File: src/rtl/seg_scan_pkg.sv
// Shared types and sizing for the seven-segment scan sequencer.
package seg_scan_pkg;

   typedef enum logic [1:0] {
      ST_IDLE  = 2'd0,
      ST_SHOW  = 2'd1,
      ST_BLANK = 2'd2
   } state_t;

   localparam int DIGITS = 8;

   // Counter must hold the larger of DWELL-1 and BLANK_CYC-1.
   function automatic int cnt_width(input int dwell, input int blank_cyc);
      int m;
      m = (dwell > blank_cyc) ? dwell : blank_cyc;
      return (m < 2) ? 1 : $clog2(m);
   endfunction

endpackage

File: src/rtl/seg_scan_timer.sv
// Loadable down-counter with a zero flag, shared by the SHOW and BLANK phases.
module seg_scan_timer #(
   parameter int CW = 16
) (
   input  logic          clk,
   input  logic          rst_n,
   input  logic          i_clr,
   input  logic          i_load,
   input  logic [CW-1:0] i_load_val,
   output logic          o_zero
);

   localparam logic [CW-1:0] ONE = CW'(1);

   logic [CW-1:0] r_count;

   always_ff @(posedge clk) begin
      if (!rst_n) begin
         r_count <= '0;
      end else if (i_clr) begin
         r_count <= '0;
      end else if (i_load) begin
         r_count <= i_load_val;
      end else if (r_count != '0) begin
         r_count <= r_count - ONE;
      end
   end

   assign o_zero = (r_count == '0);

endmodule

File: src/rtl/seg_scan_ctrl.sv
// Scan sequencer for an 8-digit multiplexed seven-segment display with frame-consistent shadows.
// Optional macro SEG_BLINK_EN adds blink_mask and a frame counter for per-digit blinking.
module seg_scan_ctrl
   import seg_scan_pkg::*;
#(
   parameter int DWELL     = 50000,
   parameter int BLANK_CYC = 64,
   parameter int BLINK_SH  = 6
) (
   input  logic        clk,
   input  logic        rst_n,
   input  logic        en,
   input  logic        upd_req,
   input  logic [31:0] Hexs_in,
   input  logic [7:0]  point_in,
   input  logic [7:0]  LES_in,
`ifdef SEG_BLINK_EN
   input  logic [7:0]  blink_mask,
`endif
   output logic        upd_ack,
   output logic [2:0]  Scan,
   output logic [31:0] Hexs,
   output logic [7:0]  point,
   output logic [7:0]  LES,
   output logic        blank,
   output logic        frame_done
);

   localparam int             CW         = cnt_width(DWELL, BLANK_CYC);
   localparam logic [CW-1:0]  DWELL_LD   = CW'(DWELL - 1);
   localparam logic [CW-1:0]  BLANK_LD   = CW'((BLANK_CYC > 0) ? BLANK_CYC - 1 : 0);
   localparam logic [2:0]     LAST_DIGIT = 3'(DIGITS - 1);

   state_t        r_state;
   logic [2:0]    r_scan;
   logic [31:0]   r_hexs;
   logic [7:0]    r_point;
   logic [7:0]    r_les;
   logic          r_blank;
   logic          r_upd_ack;
   logic          r_frame_done;

   state_t        w_next_state;
   logic [2:0]    w_next_scan;
   logic          w_clr;
   logic          w_load;
   logic [CW-1:0] w_load_val;
   logic          w_zero;
   logic          w_wrap;
   logic          w_bound;
   logic          w_upd;
   logic          w_blink_off;
   logic          w_next_blank;

   seg_scan_timer #(.CW(CW)) u_timer (
      .clk        (clk),
      .rst_n      (rst_n),
      .i_clr      (w_clr),
      .i_load     (w_load),
      .i_load_val (w_load_val),
      .o_zero     (w_zero)
   );

   always_comb begin
      w_next_state = r_state;
      w_next_scan  = r_scan;
      w_clr        = 1'b0;
      w_load       = 1'b0;
      w_load_val   = DWELL_LD;
      w_wrap       = 1'b0;
      case (r_state)
         ST_IDLE: begin
            w_next_scan = 3'd0;
            if (en) begin
               w_next_state = ST_SHOW;
               w_load       = 1'b1;
            end else begin
               w_clr = 1'b1;
            end
         end
         ST_SHOW: begin
            if (!en) begin
               w_next_state = ST_IDLE;
               w_next_scan  = 3'd0;
               w_clr        = 1'b1;
            end else if (w_zero) begin
               w_load = 1'b1;
               if (BLANK_CYC > 0) begin
                  w_next_state = ST_BLANK;
                  w_load_val   = BLANK_LD;
               end else begin
                  w_next_scan = r_scan + 3'd1;
                  w_wrap      = (r_scan == LAST_DIGIT);
               end
            end
         end
         ST_BLANK: begin
            if (!en) begin
               w_next_state = ST_IDLE;
               w_next_scan  = 3'd0;
               w_clr        = 1'b1;
            end else if (w_zero) begin
               w_next_state = ST_SHOW;
               w_next_scan  = r_scan + 3'd1;
               w_load       = 1'b1;
               w_wrap       = (r_scan == LAST_DIGIT);
            end
         end
         default: begin
            w_next_state = ST_IDLE;
            w_next_scan  = 3'd0;
            w_clr        = 1'b1;
         end
      endcase
   end

   // Boundary ignores en so a request still loads when en falls on the wrap cycle.
   assign w_bound = ((r_state == ST_BLANK) || ((r_state == ST_SHOW) && (BLANK_CYC == 0)))
                    && w_zero && (r_scan == LAST_DIGIT);
   assign w_upd   = upd_req && !r_upd_ack && ((r_state == ST_IDLE) || w_bound);

`ifdef SEG_BLINK_EN
   logic [15:0] r_fc;
   logic [15:0] w_fc_next;

   assign w_fc_next   = r_fc + {15'd0, w_wrap};
   assign w_blink_off = blink_mask[w_next_scan] & w_fc_next[BLINK_SH];

   always_ff @(posedge clk) begin
      if (!rst_n) begin
         r_fc <= 16'd0;
      end else begin
         r_fc <= w_fc_next;
      end
   end
`else
   assign w_blink_off = 1'b0;
`endif

   // Blink decision is latched only on digit entry, so mask changes apply from the next digit.
   always_comb begin
      w_next_blank = r_blank;
      if (w_next_state != ST_SHOW) begin
         w_next_blank = 1'b1;
      end else if (w_load) begin
         w_next_blank = w_blink_off;
      end
   end

   always_ff @(posedge clk) begin
      if (!rst_n) begin
         r_state      <= ST_IDLE;
         r_scan       <= 3'd0;
         r_hexs       <= 32'h0;
         r_point      <= 8'hFF;
         r_les        <= 8'hFF;
         r_blank      <= 1'b1;
         r_upd_ack    <= 1'b0;
         r_frame_done <= 1'b0;
      end else begin
         r_state      <= w_next_state;
         r_scan       <= w_next_scan;
         r_blank      <= w_next_blank;
         r_frame_done <= w_wrap;
         r_upd_ack    <= w_upd;
         if (w_upd) begin
            r_hexs  <= Hexs_in;
            r_point <= point_in;
            r_les   <= LES_in;
         end
      end
   end

   assign Scan       = r_scan;
   assign Hexs       = r_hexs;
   assign point      = r_point;
   assign LES        = r_les;
   assign blank      = r_blank;
   assign upd_ack    = r_upd_ack;
   assign frame_done = r_frame_done;

endmodule

File: config.mk
export PLATFORM = sky130hd
export DESIGN_NAME = seg_scan_ctrl
export DESIGN_NICKNAME = d
export VERILOG_FILES = /design/src/rtl/seg_scan_pkg.sv /design/src/rtl/seg_scan_timer.sv /design/src/rtl/seg_scan_ctrl.sv
export SDC_FILE = /design/constraint.sdc
export NUM_CORES = 1
export LEC_CHECK = 0
export BUFFER_PORTS_ARGS = -buffer_cell sky130_fd_sc_hd__buf_4
export CORE_MARGIN = 8
export CORE_UTILIZATION = 48
export DETAILED_ROUTE_END_ITERATION = 12
export PLACE_DENSITY = 0.77
export SETUP_SLACK_MARGIN = 0.2
export SLEW_MARGIN = 20
export SYNTH_ARGS = -nofsm -noshare
export SYNTH_HDL_FRONTEND = slang
export SYNTH_SLANG_ARGS = --single-unit
File: constraint.sdc
create_clock -name clk -period 3.32 [get_ports clk]
set_input_delay 0.166 -clock clk [delete_from_list [all_inputs] [get_ports clk]]
set_output_delay 0.166 -clock clk [all_outputs]
set_load 0.03 [all_outputs]
==> flow_summary.ini, run 1 <==
[clock_network]
path_clk_slew_ns = 0.08
numCtsBuffers = 9
ctsResizeCount = 0
clk_latency_ns = 0.34
clock-root-buffer = clkbuf_8
cts.sinks = 72
cts_buffer_depth = 2
tritoncts = done
htree_levels = 3
post-cts-setup-buffers = 0
hold_buffers = 0

[place]
dp_slack_ns = 0.4819
place_inst = 472
gp_congestion = 0.8568
dp_hpwl_mm = 5.668
io_buffers = 105
dpl-instance-area_um2 = 3841

[floorplan]
core_area_um2 = 5956
die_x_um = 94.80
start_util_pct = 50.04
rows = 28
pin_count = 106
dieArea_um2 = 8986
die_h_um = 94.80

[timing]
rsz0062_at_grt = no
worst_pin_slew_ns = 0.8020
setup_slack_ns = 0.4425
final-hold-violation-count = 0
finalClockSkew_ns = 0.006628
clock.fmax_mhz = 347.5
timing.hold.ws_ns = 0.03509
fin_crit_ns = 2.877
drv_slew = 0
relSlewSlack_pct = 46.54
period_share_pct = 86.67
finalSetupViolCount = 0
fin_tns_setup_ns = 0

[drt]
first_pass_iters = 4
vias_per_cell = 5.268
wl_mm = 7.546
wl_per_cell_um = 15.46
drtAntennaViolNets = 0
drc = 0
drtIter0Drc = 69
route.vias.total = 2571

[finish]
nets = 467
final_area_um2 = 4073
instances_no_fill = 488
num_antenna_cells = 0
drive_gt1_share_pct = 31.96
nFillCells = 493
syn_to_final_growth_pct = 36.65

[synthesis]
synth_area_leader_cell = dfxtp_1
syn_inst = 303
synth_cell_types = 47
syn_area_um2 = 2980
ys_seq_area_share_pct = 48.36
synth_flop_cell = dfxtp_1
synth_top_area_share_pct = 48.36
ys_seq_elements = 72
synth_nets = 362
synth_edf_count = 0
ys_async_sr_fraction_pct = 0
yosys_warnings = 0
synth.avg_cell_area_um2 = 9.836
synth.area.top_cells = dfxtp_1 (48%), mux2i_1 (16%), nor2_1 (5.3%)

[critical_path]
arrival_ns = 3.10
end_kind = register
path_class = register to register
crit_path_max_fanout = 8
cp-start-kind = register
required_ns = 3.54

[power_and_ir_drop]
p_leak_nw = 1.934
powerDensity_nw_per_um2 = 573.6
ir_worst_vdd_uv = 346.7

[global_route]
first_global_vias = 2616
gr-usage-met1_pct = 18.34
grtUsageMet2_pct = 27.93
grt_max_degree = 50
busiest_layer = met2
grt.overflow.total = 0
antenna_found_initial = 0
met3_usage_pct = 9.206
grt_pass1_wl_mm = 12.08
groute.usage.overall_pct = 17.01

[job]
maxCapViolations = 0

[min_path]
hold_class = primary input to register

[status]
status = complete, no violations
[metal layers]
metal / vias to the layer above / wire, um
li1: 1272 / -
met3: 5 / 799
met5: - / 0
met4: 0 / 78
met2: 87 / 3657
met1: 1207 / 3011
[Yosys cell counts, drive strengths merged, types with 2 or more instances]
library cell  count
nand4b            2
dfxtp            72
a2111o            2
nor2             43
a21oi            11
or3               6
buf               7
ha                7
mux2i            48
nor3b             2
nor3              8
or4               2
nand3b            2
nand2b            3
a211oi            3
o21ai             5
o22ai             2
nand2            31
nor4              3
a31oi             5
xnor2             8
inv               5
clkbuf            7
nand3             2
[final timing paths]
path | from | to | slack (ns) | cells past startpoint
hold reg to reg | LES[3]$_SDFFE_PN1P_ | LES[3]$_SDFFE_PN1P_ | 0.47 | 2
setup reg to reg | u_timer.r_count[0]$_SDFFE_PP0P_ | blank$_SDFFE_PP1P_ | 0.44 | 8
setup / recovery | u_timer.r_count[0]$_SDFFE_PP0P_ | blank$_SDFFE_PP1P_ | 0.44 | 8
hold / removal | point_in[6] | point[6]$_SDFFE_PN1P_ | 0.04 | 3
[critical path, stage by stage, from the launching register on]
cell	delay (ns)
dfxtp_1	0.32
inv_1	0.09
ha_1	0.18
nor3b_1	0.55
nor4bb_2	0.55
buf_4	0.25
a31oi_1	0.18
nand2b_4	0.23
a2111o_1	0.41
[power by group]
group	internal, mW	total [mW]	switching [mW]
Sequential	0.929	0.972	0.0429
Combinational	0.250	0.573	0.323
Clock	0.466	0.791	0.325
[cell families after synthesis]
logic type	after synthesis	synth area share (%)
adders and majority gates	7	2.939
DFF	72	48.36
buffers and inverters	20	3.065
xor gates and xnor gates	8	2.351
AOI/OAI and AO/OA	37	8.270
muxes	49	16.50
and+or+nand+nor	110	18.51
[final cells by class]
| type | count | area [um^2] | area share (%) |
|---|---|---|---|
| multi-input cells | 211 | 1473 | 36.16 |
| clock buffers | 12 | 155.1 | 3.810 |
| inverters | 6 | 22.52 | 0.5530 |
| clock inverters | 4 | 76.32 | 1.874 |
| flip-flops and latches | 72 | 1441 | 35.39 |
| well taps | 75 | 93.84 | 2.304 |
| repair buffers | 108 | 810.8 | 19.91 |
[cell usage in the layout, fill, tap and decap left out, types with 3 or more instances in the layout]
cell type / n
clkbuf_8: 11
nand2_1: 30
a21oi_1: 11
mux2i_1: 48
a211oi_1: 3
nor2_1: 42
xnor2_1: 8
o21ai_0: 5
inv_1: 5
a31oi_1: 5
buf_4: 108
nor3_1: 8
ha_1: 7
dfxtp_1: 72
or3_1: 6
[sequential cells by signal (all words and copies together), names as in the netlist]
| signal | count |
|---|---|
| blank | 1 |
| point | 8 |
| Scan | 3 |
| LES | 8 |
| Hexs | 32 |
| u_timer.r_count | 16 |
| r_state | 2 |
| upd_ack | 1 |
| frame_done | 1 |
[stage by stage]
stage          utilization (%)  total power, mW
5_1_grt                  68.38            2.441
4_1_cts                  68.38            2.360
3_5_place_dp             64.50            1.567
6_report                 68.38            2.336
3_3_place_gp             64.50            1.554
2_1_floorplan                -            1.371
No activity file was read; power rests on OpenSTA's default activity.
==> run 2, diff against run 1 <==
REMOVE_ABC_BUFFERS = 1   (was default)
==> flow_summary.ini, run 2 (synthesis results as in run 1) <==
[status]
status = complete, no violations

[critical_path]
required_ns = 3.54
crit_chain = inv_1 > ha_1 > nor3b_1 > nor4bb_2 > buf_4 > a31oi_1 > nand2b_4 > a2111o_1
crit_slowest_cell = nor3b_1
path_class = register to register
rrSetupSlack_ns = 0.70
cp-start-kind = register
end_kind = register
cpPeakStageDelay_ns = 0.51
crit_path_max_fanout = 9
path_delay_family = simple AND/OR/NAND/NOR gates
arrival_ns = 2.85
critPathBufInv = 2

[floorplan]
pin_count = 106
die_h_um = 94.80
rows = 28
dieArea_um2 = 8986
start_util_pct = 50.04
core_area_um2 = 5956
die_x_um = 94.80

[timing]
fin_tns_setup_ns = 0
clock.fmax_mhz = 381.1
drv_slew = 0
setup_slack_ns = 0.6958
fin_crit_ns = 2.624
rsz0062_at_grt = no
worst_pin_slew_ns = 0.7934
relSlewSlack_pct = 47.11
period_share_pct = 79.04
final-hold-violation-count = 0
finalSetupViolCount = 0
finalClockSkew_ns = 0.01577

[clock_network]
hold_buffers = 0
clk_latency_ns = 0.35
tritoncts = done
cts_buffer_depth = 2
ctsResizeCount = 0
cts.sinks = 72
htree_levels = 3
post-cts-setup-buffers = 0
path_clk_slew_ns = 0.09
clock-root-buffer = clkbuf_8
numCtsBuffers = 9

[finish]
final_common_cell = buf_4
nFillCells = 488
multi_input_area_um2 = 1473
syn_to_final_growth_pct = 36.27
largest_reg_flops = 32
num_antenna_cells = 0
regArea_um2 = 1441
drive_gt1_share_pct = 31.96
nets = 467
layout_common_cells = buf_4 (108), dfxtp_1 (72), mux2i_1 (48), nor2_1 (42), nand2_1 (30)

[global_route]
grt.overflow.total = 0
grt_max_degree = 50
groute.usage.overall_pct = 16.99
first_global_vias = 2528
antenna_found_initial = 0
grt_pass1_wl_mm = 12.12

[drt]
drc = 0
drtAntennaViolNets = 0
wl_mm = 7.632
first_pass_iters = 4
route.vias.total = 2553
drtIter0Drc = 139
vias_per_cell = 5.232
wl_per_cell_um = 15.64

[place]
dp_hpwl_mm = 5.750
gp_congestion = 0.8190
dp_slack_ns = 0.6936
io_buffers = 105

[power_and_ir_drop]
p_leak_nw = 1.925
powerDensity_nw_per_um2 = 566.5
ir_worst_vdd_uv = 347.0

[min_path]
hold_class = primary input to register

[job]
maxCapViolations = 0
[run 2: changes by cell type in the layout (fill, tap and decap cells not counted)]
cell,delta
clkbuf_8,-2
clkinvlp_4,+1
inv_6,+1
[run 2: final timing paths]
path,end,startpoint,depth (start not counted)
hold / removal,LES[0]$_SDFFE_PN1P_,LES_in[0],3
setup / recovery,blank$_SDFFE_PP1P_,u_timer.r_count[0]$_SDFFE_PP0P_,8
setup reg to reg,blank$_SDFFE_PP1P_,u_timer.r_count[0]$_SDFFE_PP0P_,8
hold reg to reg,point[0]$_SDFFE_PN1P_,point[0]$_SDFFE_PN1P_,2
[run 2: per-layer routing]
layer  track usage [%]  share of wire (%)  routed length [um]
met5                 0                  0                   0
met3             5.159                7.5                 570
met1             19.13                 40                3038
met2             28.62                 51                3884
met4             8.322                1.8                 140
[run 2: through the flow]
| step | std cells | utilization [%] | area [um^2] | hold WS, ns | total power, mW |
|---|---|---|---|---|---|
| after CTS | 488 | 68.19 | 4061 | 0.01291 | 2.326 |
| after detailed placement | 472 | 64.50 | 3841 | 0.3806 | 1.565 |
| after global routing | 488 | 68.19 | 4061 | 0.008144 | 2.413 |
| after floorplan | 289 | - | 2912 | 0.2279 | 1.384 |
| after global placement | 472 | 64.50 | 3841 | 0.3766 | 1.553 |
| final | 488 | 68.19 | 4061 | 0.02143 | 2.301 |
[run 2: cell type report]
cell class	instances	share of cell area (%)
tap	75	2.311
inverter	6	0.5545
multi-input combinational	211	36.26
timing repair buffer	108	19.96
clock buffer	10	3.142
clock inverter	6	2.280
sequential	72	35.49
[run 2: worst min-delay path, delay by kind of cell]
family                 cells  cell delay [ns]
buffers and inverters      1             0.08
multiplexers               1             0.05
AND/OR/NAND/NOR            1             0.05
[run 2: power by group]
group / switching, mW / internal (mW) / total [mW] / leakage (nW)
Combinational: 0.323 / 0.250 / 0.573 / 1.23
Sequential: 0.0425 / 0.929 / 0.971 / 0.591
Clock: 0.329 / 0.427 / 0.756 / 0.103
